File: config.mk
export PLATFORM = sky130hd
export DESIGN_NAME = lcd_char_driver_flat
export DESIGN_NICKNAME = d
export VERILOG_FILES = /design/src/rtl/lcd_char_driver_if.sv /design/src/rtl/lcd_char_driver.sv /design/src/flat_wrapper.sv
export SDC_FILE = /design/constraint.sdc
export NUM_CORES = 1
export LEC_CHECK = 0
export BUFFER_PORTS_ARGS = -buffer_cell sky130_fd_sc_hd__buf_2
export CORE_AREA = 2 2 227 185
export CTS_BUF_LIST = sky130_fd_sc_hd__clkbuf_8 sky130_fd_sc_hd__clkbuf_16
export CTS_CLUSTER_DIAMETER = 60
export DETAILED_ROUTE_END_ITERATION = 16
export DIE_AREA = 0 0 229 187
export SYNTH_ARGS = -nofsm -noshare
export SYNTH_HDL_FRONTEND = slang
export SYNTH_SLANG_ARGS = --single-unit
export TNS_END_PERCENT = 30
File: constraint.sdc
create_clock -name clk -period 4.3 [get_ports clk]
set_clock_uncertainty 0.15 [all_clocks]
set_input_delay 0.43 -clock clk [delete_from_list [all_inputs] [get_ports clk]]
set_output_delay 0.43 -clock clk [all_outputs]
set_load 0.03 [all_outputs]
File: src/rtl/lcd_char_driver_if.sv
// Character-buffer write port between the message writer and the LCD driver.
// The writer drives this port and the driver receives it.
interface lcd_char_driver_if;
    logic       mem_wr_en;
    logic [4:0] mem_wr_addr;
    logic [7:0] mem_wr_data;

    modport master (output mem_wr_en, mem_wr_addr, mem_wr_data);
    modport slave  (input  mem_wr_en, mem_wr_addr, mem_wr_data);
endinterface

File: src/rtl/lcd_char_driver.sv
// HD44780 2x16 character-LCD driver. It owns the 32-byte screen buffer, runs the power-up
// init sequence, and repaints both lines over the 8-bit bus whenever the buffer changes.
module lcd_char_driver #(
    parameter int unsigned POWERUP_CYC    = 750000,
    parameter int unsigned E_PULSE_CYC    = 12,
    parameter int unsigned CMD_WAIT_CYC   = 2500,
    parameter int unsigned CLEAR_WAIT_CYC = 82000
) (
    input  logic             clk,
    input  logic             rst,
    lcd_char_driver_if.slave mem_wr,
    output logic             lcd_rs,
    output logic             lcd_rw,
    output logic             lcd_e,
    output logic [7:0]       lcd_data,
    output logic             idle
);

    localparam logic [19:0] PWR_LAST   = 20'(POWERUP_CYC - 1);
    localparam logic [19:0] PULSE_LAST = 20'(E_PULSE_CYC - 1);
    localparam logic [19:0] CMD_LAST   = 20'(CMD_WAIT_CYC - 1);
    localparam logic [19:0] CLR_LAST   = 20'(CLEAR_WAIT_CYC - 1);

    typedef enum logic [2:0] {
        PWR_WAIT,
        INIT,
        IDLE,
        L1_ADDR,
        L1_CHARS,
        L2_ADDR,
        L2_CHARS
    } top_state_t;

    typedef enum logic [1:0] {
        B_SETUP,
        B_PULSE,
        B_HOLD,
        B_WAIT
    } byte_phase_t;

    top_state_t  top_q, top_d;
    byte_phase_t phase_q, phase_d;
    logic [19:0] cnt_q, cnt_d;
    logic [4:0]  idx_q, idx_d;
    logic        dirty_q, dirty_d;
    logic        start_byte;
    logic        byte_done;
    logic        nxt_rs;
    logic [7:0]  nxt_data;
    logic        e_d;
    logic        idle_d;
    logic [19:0] wait_last;
    logic [7:0]  char_buf [32];

    function automatic logic [7:0] init_cmd(input logic [2:0] i);
        case (i)
            3'd0, 3'd1, 3'd2: init_cmd = 8'h38;
            3'd3:             init_cmd = 8'h0C;
            3'd4:             init_cmd = 8'h01;
            3'd5:             init_cmd = 8'h06;
            default:          init_cmd = 8'h00;
        endcase
    endfunction

    // NOTE: this array is reset on purpose -- the panel must show spaces after reset,
    // so unlike a plain RAM every entry needs a defined value.
    always_ff @(posedge clk) begin
        if (rst) begin
            for (int i = 0; i < 32; i++) char_buf[i] <= 8'h20;
        end else if (mem_wr.mem_wr_en) begin
            char_buf[mem_wr.mem_wr_addr] <= mem_wr.mem_wr_data;
        end
    end

    // Clear-display needs the long settle time; everything else uses the short one.
    assign wait_last = (!lcd_rs && lcd_data == 8'h01) ? CLR_LAST : CMD_LAST;

    // NOTE: every signal gets a default at the top of the block, so no path can
    // leave one unassigned and infer a latch.
    always_comb begin
        top_d      = top_q;
        phase_d    = phase_q;
        cnt_d      = cnt_q;
        idx_d      = idx_q;
        dirty_d    = dirty_q;
        start_byte = 1'b0;
        byte_done  = 1'b0;

        unique case (top_q)
            PWR_WAIT: begin
                if (cnt_q == PWR_LAST) begin
                    top_d      = INIT;
                    idx_d      = '0;
                    start_byte = 1'b1;
                end else begin
                    cnt_d = cnt_q + 20'd1;
                end
            end
            IDLE: begin
                if (dirty_q) begin
                    dirty_d    = 1'b0;
                    top_d      = L1_ADDR;
                    start_byte = 1'b1;
                end
            end
            default: begin
                unique case (phase_q)
                    B_SETUP: phase_d = B_PULSE;
                    B_PULSE: begin
                        if (cnt_q == PULSE_LAST) begin
                            phase_d = B_HOLD;
                            cnt_d   = '0;
                        end else begin
                            cnt_d = cnt_q + 20'd1;
                        end
                    end
                    B_HOLD: phase_d = B_WAIT;
                    B_WAIT: begin
                        if (cnt_q == wait_last) begin
                            cnt_d     = '0;
                            byte_done = 1'b1;
                        end else begin
                            cnt_d = cnt_q + 20'd1;
                        end
                    end
                endcase
            end
        endcase

        // The index only reaches 16 through L2_ADDR and never advances past 31.
        if (byte_done) begin
            start_byte = 1'b1;
            unique case (top_q)
                INIT: begin
                    if (idx_q == 5'd5) begin
                        top_d      = IDLE;
                        idx_d      = '0;
                        start_byte = 1'b0;
                    end else begin
                        idx_d = idx_q + 5'd1;
                    end
                end
                L1_ADDR: begin
                    top_d = L1_CHARS;
                    idx_d = '0;
                end
                L1_CHARS: begin
                    if (idx_q == 5'd15) top_d = L2_ADDR;
                    else                idx_d = idx_q + 5'd1;
                end
                L2_ADDR: begin
                    top_d = L2_CHARS;
                    idx_d = 5'd16;
                end
                L2_CHARS: begin
                    if (idx_q == 5'd31) begin
                        top_d      = IDLE;
                        idx_d      = '0;
                        start_byte = 1'b0;
                    end else begin
                        idx_d = idx_q + 5'd1;
                    end
                end
                default: start_byte = 1'b0;
            endcase
        end

        // A write always wins over the clear in IDLE, so it is never lost.
        if (mem_wr.mem_wr_en) dirty_d = 1'b1;

        if (start_byte) begin
            phase_d = B_SETUP;
            cnt_d   = '0;
        end
    end

    // Byte presented at the next SETUP, sampled from the buffer before that edge's write.
    always_comb begin
        nxt_rs   = lcd_rs;
        nxt_data = lcd_data;
        unique case (top_d)
            INIT: begin
                nxt_rs   = 1'b0;
                nxt_data = init_cmd(idx_d[2:0]);
            end
            L1_ADDR: begin
                nxt_rs   = 1'b0;
                nxt_data = 8'h80;
            end
            L2_ADDR: begin
                nxt_rs   = 1'b0;
                nxt_data = 8'hC0;
            end
            L1_CHARS, L2_CHARS: begin
                nxt_rs   = 1'b1;
                nxt_data = char_buf[idx_d];
            end
            default: ;
        endcase
    end

    assign e_d = (phase_d == B_PULSE);
    // Arriving in IDLE with a refresh already pending is not reported as idle.
    assign idle_d = (top_d == IDLE) && !(top_q != IDLE && dirty_q);

    // NOTE: state and output registers use non-blocking assignments so every flop
    // samples the pre-edge values computed by the combinational logic.
    always_ff @(posedge clk) begin
        if (rst) begin
            top_q    <= PWR_WAIT;
            phase_q  <= B_SETUP;
            cnt_q    <= '0;
            idx_q    <= '0;
            dirty_q  <= 1'b1;
            lcd_rs   <= 1'b0;
            lcd_e    <= 1'b0;
            lcd_data <= 8'h00;
            idle     <= 1'b0;
        end else begin
            top_q   <= top_d;
            phase_q <= phase_d;
            cnt_q   <= cnt_d;
            idx_q   <= idx_d;
            dirty_q <= dirty_d;
            lcd_e   <= e_d;
            idle    <= idle_d;
            if (start_byte) begin
                lcd_rs   <= nxt_rs;
                lcd_data <= nxt_data;
            end
        end
    end

    assign lcd_rw = 1'b0;

endmodule

File: src/flat_wrapper.sv
// flat-port wrapper written by rule: the top's interface ports become plain ports
module lcd_char_driver_flat 
#(
    parameter int unsigned POWERUP_CYC    = 750000,
    parameter int unsigned E_PULSE_CYC    = 12,
    parameter int unsigned CMD_WAIT_CYC   = 2500,
    parameter int unsigned CLEAR_WAIT_CYC = 82000
)
  (clk, rst, lcd_rs, lcd_rw, lcd_e, lcd_data, idle, mem_wr_mem_wr_en, mem_wr_mem_wr_addr, mem_wr_mem_wr_data);
  lcd_char_driver_if mem_wr_i ();
  input  logic clk;
  input  logic rst;
  output logic lcd_rs;
  output logic lcd_rw;
  output logic lcd_e;
  output logic [7:0] lcd_data;
  output logic idle;
  input wire logic [$bits(mem_wr_i.mem_wr_en)-1:0] mem_wr_mem_wr_en;
  input wire logic [$bits(mem_wr_i.mem_wr_addr)-1:0] mem_wr_mem_wr_addr;
  input wire logic [$bits(mem_wr_i.mem_wr_data)-1:0] mem_wr_mem_wr_data;
  assign mem_wr_i.mem_wr_en = mem_wr_mem_wr_en;
  assign mem_wr_i.mem_wr_addr = mem_wr_mem_wr_addr;
  assign mem_wr_i.mem_wr_data = mem_wr_mem_wr_data;
  lcd_char_driver #(.POWERUP_CYC(POWERUP_CYC), .E_PULSE_CYC(E_PULSE_CYC), .CMD_WAIT_CYC(CMD_WAIT_CYC), .CLEAR_WAIT_CYC(CLEAR_WAIT_CYC)) u_core (.clk(clk), .rst(rst), .mem_wr(mem_wr_i), .lcd_rs(lcd_rs), .lcd_rw(lcd_rw), .lcd_e(lcd_e), .lcd_data(lcd_data), .idle(idle));
endmodule
* Word-level counts from Yosys, hierarchy flattened
Memories as Yosys holds them, arrays and structs flattened. Cells that the tools add are included.
Storage, ports and cells: flip-flop bits (word level) 42, memory bits (writable) 256, input port bits 16, output and inout bits 12, word-level logic and storage cells 111, memories 1
Memory list:
- u_core.char_buf | words 32, width 8, read ports 1, clocked after Yosys merged registers in 0, wr ports 32, RTL line lcd_char_driver.sv:53 | logic [7:0] char_buf [32];
Operators by class: $add $sub $neg 2, equality and inequality tests 30, muxes and demuxes 46, bitwise gates (word level) 1, reduce and logical (&&, ||, !) cells 22
Operator list (count):
- one-hot mux 20 bit (2 select lines) | 2
- 2-to-1 mux 20 bit | 3
- 2-to-1 mux 5 bit | 7
- one-hot mux 8 bit (4 select lines) | 1
- one-hot mux 5 bit (5 select lines) | 1
- equality test 3 bit, second input constant | 8
- one-hot mux 6 bit (4 select lines) | 1
- adder 20 x 1 -> 20 bit, second input constant | 1
- equality test 20 bit | 1
- equality test 20 bit, second input constant | 1
- equality test 20 x 4 -> 1 bit, second input constant | 1
- equality test 3 x 2 -> 1 bit, second input constant | 6
- 2-to-1 mux 3 bit | 6
- 2-to-1 mux 17 bit | 1
- one-hot mux 3 bit (5 select lines) | 1
- 2-to-1 mux 1 bit | 14
- equality test 3 x 1 -> 1 bit, second input constant | 3
- OR reduction 3 bit | 3
- equality test 8 x 1 -> 1 bit, second input constant | 1
- 2-to-1 mux 8 bit | 1
- OR reduction 2 bit | 4
- OR reduction 8 bit | 1
- zero test 3 bit | 2
- 2-to-1 mux 2 bit | 3
- 21 further kinds | 28

* Depth between registers and ports, before layout
Gate-level depths: netlist (run 1).
depth after elaboration 12, gate-level depth with buffers 15

* Least setup slack after synthesis (run 1)
OpenSTA, ideal clock, no wires.
kind register to register, start point reg u_core.idx_q[1], end point reg u_core.lcd_data[7], library setup time 120 ps, data arrival time 2864 ps, data required time 4030 ps, path slack 1166 ps, stages on the path, launching flop included 16, path buffers 2, period minus slack after synthesis 3134 ps, cells stage by stage dfxtp_1 > ha_1 > and3_1 > ha_1 > nand2_1 > a32oi_2 > o21ai_1 > nor4_1 > a21oi_1 > buf_2 > buf_2 > o22ai_1 > nor3_1 > o21ai_0 > o211ai_1 > o31a_1
Between the ends: longest elaborated chain between the ends 8, elaborated cells between the ends (all ways) 30, those cells by class add/sub: 1; eq/ne: 8; mux: 17; reduce/logical: 3; memory: 1
RTL lines:
- start, declared | RTL line lcd_char_driver.sv:44 | logic [4:0] idx_q, idx_d;
- start signal, assigned | RTL line lcd_char_driver.sv:223 | idx_q <= idx_d;
- parallel branches: the longest is 8 deep, another holds memory (32 x 8 bit)
- end signal, assigned | RTL line lcd_char_driver.sv:229 | lcd_data <= nxt_data;
- end, declared | RTL line lcd_char_driver.sv:15 | output logic [7:0] lcd_data,
Several ways; the timed one is not identified. A chain may end at the register's enable or synchronous reset.

* Worst setup path after layout (run 1)
start point reg u_core.idx_q[0], end point reg u_core.lcd_data[3]
Between the ends: longest elaborated chain between the ends 9, elaborated cells between the ends (all ways) 38, those cells by class add/sub: 1; eq/ne: 13; mux: 18; reduce/logical: 5; memory: 1
RTL lines:
- parallel branches: the longest is 9 deep, another holds memory (32 x 8 bit)
Several ways; the timed one is not identified.

==> impl_results.md, run 1 <==
* Clock root cell: sky130_fd_sc_hd__clkbuf_16
* Kind of end point of the critical path: flip-flop
* Vias at 9,958
* Hold violation total from the final report at 0
* Remaining antenna violation count after routing at 0
* Leakage power of the design at 5.40 nW
* Relative max-transition margin at 0.376
* Final period demand of the worst path at 4080 ps
* Final Power at 0.00625 W
* Clock tree from TritonCTS: built
* Number of buffer and inverter stages on the critical path at 1
* Cells after synthesis at 1,202
* Layout Area Growth over Synthesis at 13.6%
* All-Layer GR Usage at 0.187
* Mean area per synthesized cell at 11.7 sq um
* Start-to-end type of the worst setup path: flip-flop to flip-flop
* Die Ht at 187 microns
* Dominant delay contributor by cell family on the critical path: compound AO/OA/AOI/OAI gates
* Synth warn at 0
* Post-synth EDFFs at 256
* Top achievable clock speed at 245 MHz
* Internal at 0.00487 W
* Logic pwr share at 0.036
* Number of synthesized register bits at 298
* Die ar. at 42,800 sq um
* Synth Cell Area at 14,000 sq um
* H-tree depth at 1
* Number of pins with negative max-slew slack in the final report at 0
* Port Buffers at 26
* Cell with the largest stage delay on the worst path: sky130_fd_sc_hd__dfxtp_1
* Signal arrival time at the worst endpoint at 4370 ps
* Total detailed-routing wirelength at 41,100 microns
* Number of antenna violations at the first check in global routing at 0
* IR Drop Worst-Case VDD at 306 uV
* Crit Reg-Reg Startpoint: u_core.idx_q[0]
* Crit path launch: u_core.idx_q[0]
* Via count of the first global-routing pass at 9,576
* Part of the total power dissipated in the clock network at 0.433
* Syn Nets at 1,223
* Sequential fraction of the synthesis area at 0.607
* Total congestion overflow after global routing at 0
* Share of the core filled with cells in the final layout at 0.390
* CP Cell Sequence: ha_1, and3_1, ha_1, nand2_1, a32oi_2, o21ai_0, nor4_4, a21oi_4, buf_12, o22ai_1, nor3_1, o21ai_0, o311a_1, a311oi_1
* Core box area at 40,900 sq um
* Num Clock Sinks at 298
* Number of DRC markers after the initial detailed-route iteration at 1,004
* Power per standard cell area at 392 nW/um^2
* Number of max-cap violations at 0
* First-pass GRT wire length at 61,000 microns
* Startpoint class of the critical path: flip-flop
* Top-level port count at 28
* Clock tree buffer depth at 3
* Pin count of the biggest net entering global routing at 36
* Switching part of the total power at 0.221
* Max stage delay on crit path at 500 ps
* Most instantiated flip-flop cell in the synthesis netlist: sky130_fd_sc_hd__edfxtp_1
* Async set-or-reset flop fraction in the synthesized netlist at 0
* Power dissipated by switching net loads at 0.00138 W
* Share of cells above drive strength 1 at 0.145
* Initial core utilization at 0.343
* Count of unresolved DRC violations after routing at 0
* Placed cell count at 1,738
* Final HPWL DP at 26,100 microns
* Register cell area after layout at 8530 sq um
* FP Rows at 67
* Routed wire per std cell at 22.9 microns
* Layout net count at 1,241
* Slew at the pin closest to its max-slew limit at 933 ps
* Clock latency on the worst-skew pair at 590 ps
* X dimension of the die at 229 microns
* Clock transition time at the flip-flop clock pins of the worst setup and hold paths at 70 ps
* Sequential Power Share at 0.531
* Min-delay src: rst
* Final period utilization at 0.948
* Number of detailed-route iterations in the first pass at 5
* Critical path fanouts, max at 23
* Num CTS Buffers at 30
* Vias per std cell at 5.54
* Outcome: complete, no violations
* Setup repair after global routing missed its margin: no
* Fillers at 3,968
* Required arrival time at the worst endpoint at 4590 ps
* Area of the multi-input gates at 5210 sq um
* Routability Congestion at 0.870
* Number of distinct library cells after synthesis at 79
* Class of the worst hold path: input port to flip-flop
* Number of setup violations in the final report at 0
* Final setup TNS at 0 ps
* Post-Layout Cell Count at 1,797
synthesized netlist by cell type, drive strengths merged (18+ instances only):
library cell  count  area, sq um
nor3             52          270
buf              32          174
clkbuf           45          169
edfxtp          256         7690
a21oi            23          130
or3              46          288
o22ai           130          813
nand3            18          100
or2              35          224
dfxtp            42          841
nor2             91          349
and2            228         1430
nand2            37          141
registers in the layout (all words and copies together) (netlist names):
register and flops:
u_core.char_buf 256, u_core.cnt_q 20, u_core.dirty_q 1, u_core.idle 1, u_core.idx_q 5, u_core.lcd_data 8, u_core.lcd_e 1, u_core.lcd_rs 1
u_core.phase_q 2, u_core.top_q 3
per-layer routing:
layer  vias up  wire [microns]  track usage
met1      4937           19600        0.290
met3        50            3780       0.0444
met4         0             586       0.0367
met5         -               0            0
met2       461           17100        0.262
li1       4510               -            -
cell type report:
type                       instances  share of cell area
sequential                       298               0.535
multi-input combinational        820               0.327
clock buffer                      32              0.0488
tap                              552              0.0433
timing repair buffer              62              0.0307
clock inverter                    24              0.0140
inverter                           8             0.00188
antenna                            1            0.000157
metrics by stage:
step	setup slack [ps]	hold slack [ps]	instance area, sq um
floorplan	1170	312	14000
global placement	318	320	14900
detailed placement	322	334	14900
CTS	294	182	15900
global route	5.89	203	16000
finish	222	196	16000
kinds of logic after synthesis:
kind of cell	synth area share
buffers and inverters	0.0266
multiplexers	0.00267
flip-flops	0.607
AND/OR/NAND/NOR	0.236
other	0.000267
AO/OA/AOI/OAI	0.111
XOR/XNOR	0.0119
adder cells (fa/ha/maj)	0.00446
layout by cell type (no fill, tap or decap), types with 30 or more instances in the layout:
master / synthesis / layout
sky130_fd_sc_hd__dfxtp_1: 42 / 42
sky130_fd_sc_hd__or3_1: 46 / 46
sky130_fd_sc_hd__or2_2: 33 / 33
sky130_fd_sc_hd__clkbuf_16: 0 / 30
sky130_fd_sc_hd__nand2_1: 36 / 36
sky130_fd_sc_hd__nor3_1: 50 / 50
sky130_fd_sc_hd__and2_1: 228 / 228
sky130_fd_sc_hd__o22ai_1: 130 / 130
sky130_fd_sc_hd__edfxtp_1: 256 / 256
sky130_fd_sc_hd__nor2_1: 90 / 90
timing repair:
item,4_1_cts,5_1_grt
setup buffers,0,0
endpoints found under the setup margin,0,2
hold buffers,1,0
endpoints found under the hold margin,1,0
gates resized for setup,0,3
power groups by stage:
stage               clock network, W  logic [W]  registers, W
global placement                   0   0.000219       0.00338
floorplan                          0   0.000136       0.00335
finish                       0.00271   0.000225       0.00332
detailed placement                 0   0.000223       0.00338
CTS                          0.00273   0.000224       0.00332
global route                 0.00285   0.000241       0.00333
final timing paths:
| path | end | slack [ps] | cells after the start |
|---|---|---|---|
| hold / removal | u_core.idx_q[3] | 200 | 2 |
| hold reg to reg | u_core.lcd_rs | 340 | 2 |
| setup / recovery | u_core.lcd_data[3] | 220 | 14 |
| setup reg to reg | u_core.lcd_data[3] | 220 | 14 |
(Power assumes the default switching activity.)
==> run 2, diff against run 1 <==
- CELL_PAD_IN_SITES_DETAIL_PLACEMENT: default -> 1
- CELL_PAD_IN_SITES_GLOBAL_PLACEMENT: default -> 1
- PLACE_DENSITY_LB_ADDON: default -> 0.1
==> impl_results.md, run 2 (synthesis results as in run 1) <==
* Outcome: complete, no violations
* Fillers at 4,463
* Clock root cell: sky130_fd_sc_hd__clkbuf_16
* Clock latency on the worst-skew pair at 540 ps
* Number of antenna violations at the first check in global routing at 0
* Number of cells on the worst hold path at 2
* Worst slack on hold paths at 27.3 ps
* Slew at the pin closest to its max-slew limit at 1040 ps
* FP Rows at 67
* Max FFs per register at 256
* Initial core utilization at 0.343
* Total routed wire length on the met1 layer at 22,700 microns
* Number of DRC markers after the initial detailed-route iteration at 751
* Num Clock Sinks at 298
* CTS resizes at 0
* Power per standard cell area at 404 nW/um^2
* Die Ht at 187 microns
* Start-to-end type of the worst setup path: flip-flop to flip-flop
* Reg with most FFs: u_core.char_buf
* Port Buffers at 26
* H-tree depth at 2
* Required arrival time at the worst endpoint at 4600 ps
* Total length of routed met2 wires at 20,500 microns
* Number of detailed-route iterations in the first pass at 5
* Die ar. at 42,800 sq um
* Post-CTS setup repair buffer count at 0
* Total congestion overflow after global routing at 0
* Clock tree from TritonCTS: built
* Clock tree buffer depth at 3
* Number of max-cap violations at 0
* Final period demand of the worst path at 4020 ps
* Share of cells above drive strength 1 at 0.151
* Setup repair after global routing missed its margin: no
* First-pass GRT wire length at 68,900 microns
* Critical path fanouts, max at 28
* Core box area at 40,900 sq um
* Number of setup violations in the final report at 0
* Kind of end point of the critical path: flip-flop
* Detailed route wirelength on metal3 at 2170 microns
* Routability Congestion at 0.836
* Top-level port count at 28
* Leakage power of the design at 5.52 nW
* Final period utilization at 0.936
* Layout net count at 1,259
* Final setup TNS at 0 ps
* Class of the worst hold path: input port to flip-flop
* Final HPWL DP at 30,300 microns
* Most used cells in the layout excluding fill and tap cells: sky130_fd_sc_hd__edfxtp_1, sky130_fd_sc_hd__and2_1, sky130_fd_sc_hd__o22ai_1
* Total detailed-routing wirelength at 46,300 microns
* X dimension of the die at 229 microns
* Num CTS Buffers at 37
* Number of cells on the worst reg-to-reg path at 13
* Number of pins with negative max-slew slack in the final report at 0
* Pin count of the biggest net entering global routing at 39
* Vias per std cell at 5.46
* Relative max-transition margin at 0.303
* Signal arrival time at the worst endpoint at 4320 ps
* Vias at 9,929
* Uppermost routed layer: met4
* Top achievable clock speed at 248 MHz
* Layout Area Growth over Synthesis at 14.8%
* Routed wire per std cell at 25.4 microns
* All-Layer GR Usage at 0.217
* Startpoint class of the critical path: flip-flop
* Via count of the first global-routing pass at 10,155
* IR Drop Worst-Case VDD at 318 uV
* Leading registers by flop count: u_core.char_buf (256), u_core.cnt_q (20), u_core.lcd_data (8)
* Remaining antenna violation count after routing at 0
* Clock transition time at the flip-flop clock pins of the worst setup and hold paths at 60 ps
* Hold violation total from the final report at 0
* Post-cts hold buffer count at 0
* Count of unresolved DRC violations after routing at 0
* Most frequent standard cell in the layout excluding fill and tap cells: sky130_fd_sc_hd__edfxtp_1
-- run 2: changes by cell type in the layout (fill, tap and decap cells not counted), sizes merged --
cell | before | now
a21oi | 24 | 23
buf | 61 | 74
bufinv | 4 | 2
clkbuf | 32 | 37
clkinv | 16 | 15
clkinvlp | 1 | 2
dlygate4sd3 | 1 | 0
inv | 11 | 19
-- run 2: path summary, 6_finish.rpt --
kind                   endpoint        startpoint  slack, ps
max          u_core.lcd_data[0]   u_core.idx_q[1]        280
min              u_core.dirty_q  mem_wr_mem_wr_en         30
max reg2reg  u_core.lcd_data[0]   u_core.idx_q[1]        280
min reg2reg     u_core.cnt_q[1]   u_core.cnt_q[1]        350
-- run 2: where the power goes --
group | internal (W) | switching (W)
logic | 0.0000592 | 0.000176
clock network | 0.00169 | 0.00127
registers | 0.00327 | 0.0000513
-- run 2: layout make-up --
cell class	instances	area, sq um	share of cell area
sequential	298	8530	0.529
multi-input combinational	819	5180	0.321
clock buffer	37	926	0.0574
tap	552	691	0.0428
timing repair buffer	74	566	0.0351
clock inverter	30	204	0.0126
inverter	8	30.0	0.00186
antenna	1	2.50	0.000155
-- run 2: worst max-delay path: stages, from the launching register on --
cell,delay (ps)
sky130_fd_sc_hd__dfxtp_1,350
sky130_fd_sc_hd__ha_1,220
sky130_fd_sc_hd__and3_1,210
sky130_fd_sc_hd__ha_1,190
sky130_fd_sc_hd__nand2b_1,160
sky130_fd_sc_hd__a32oi_2,220
sky130_fd_sc_hd__o21ai_0,530
sky130_fd_sc_hd__nor4_1,160
sky130_fd_sc_hd__a21oi_4,200
sky130_fd_sc_hd__buf_4,370
sky130_fd_sc_hd__o22ai_1,130
sky130_fd_sc_hd__o31ai_1,490
sky130_fd_sc_hd__o22ai_1,240
sky130_fd_sc_hd__a311oi_1,300
-- run 2: routing by layer --
metal,track usage,vias to the layer above
li1,-,4577
met1,0.321,5071
met2,0.334,228
met3,0.0334,53
met4,0.0482,0
met5,0,-
-- run 2: stage by stage --
step	instance area (sq um)	utilization	power (W)	cells	setup WS, ps
floorplan	14000	-	0.00349	1202	1170
global placement	15000	0.366	0.00362	1751	283
detailed placement	15000	0.366	0.00362	1751	247
CTS	16100	0.394	0.00660	1818	244
global route	16100	0.394	0.00672	1818	62.7
finish	16100	0.394	0.00652	1819	276
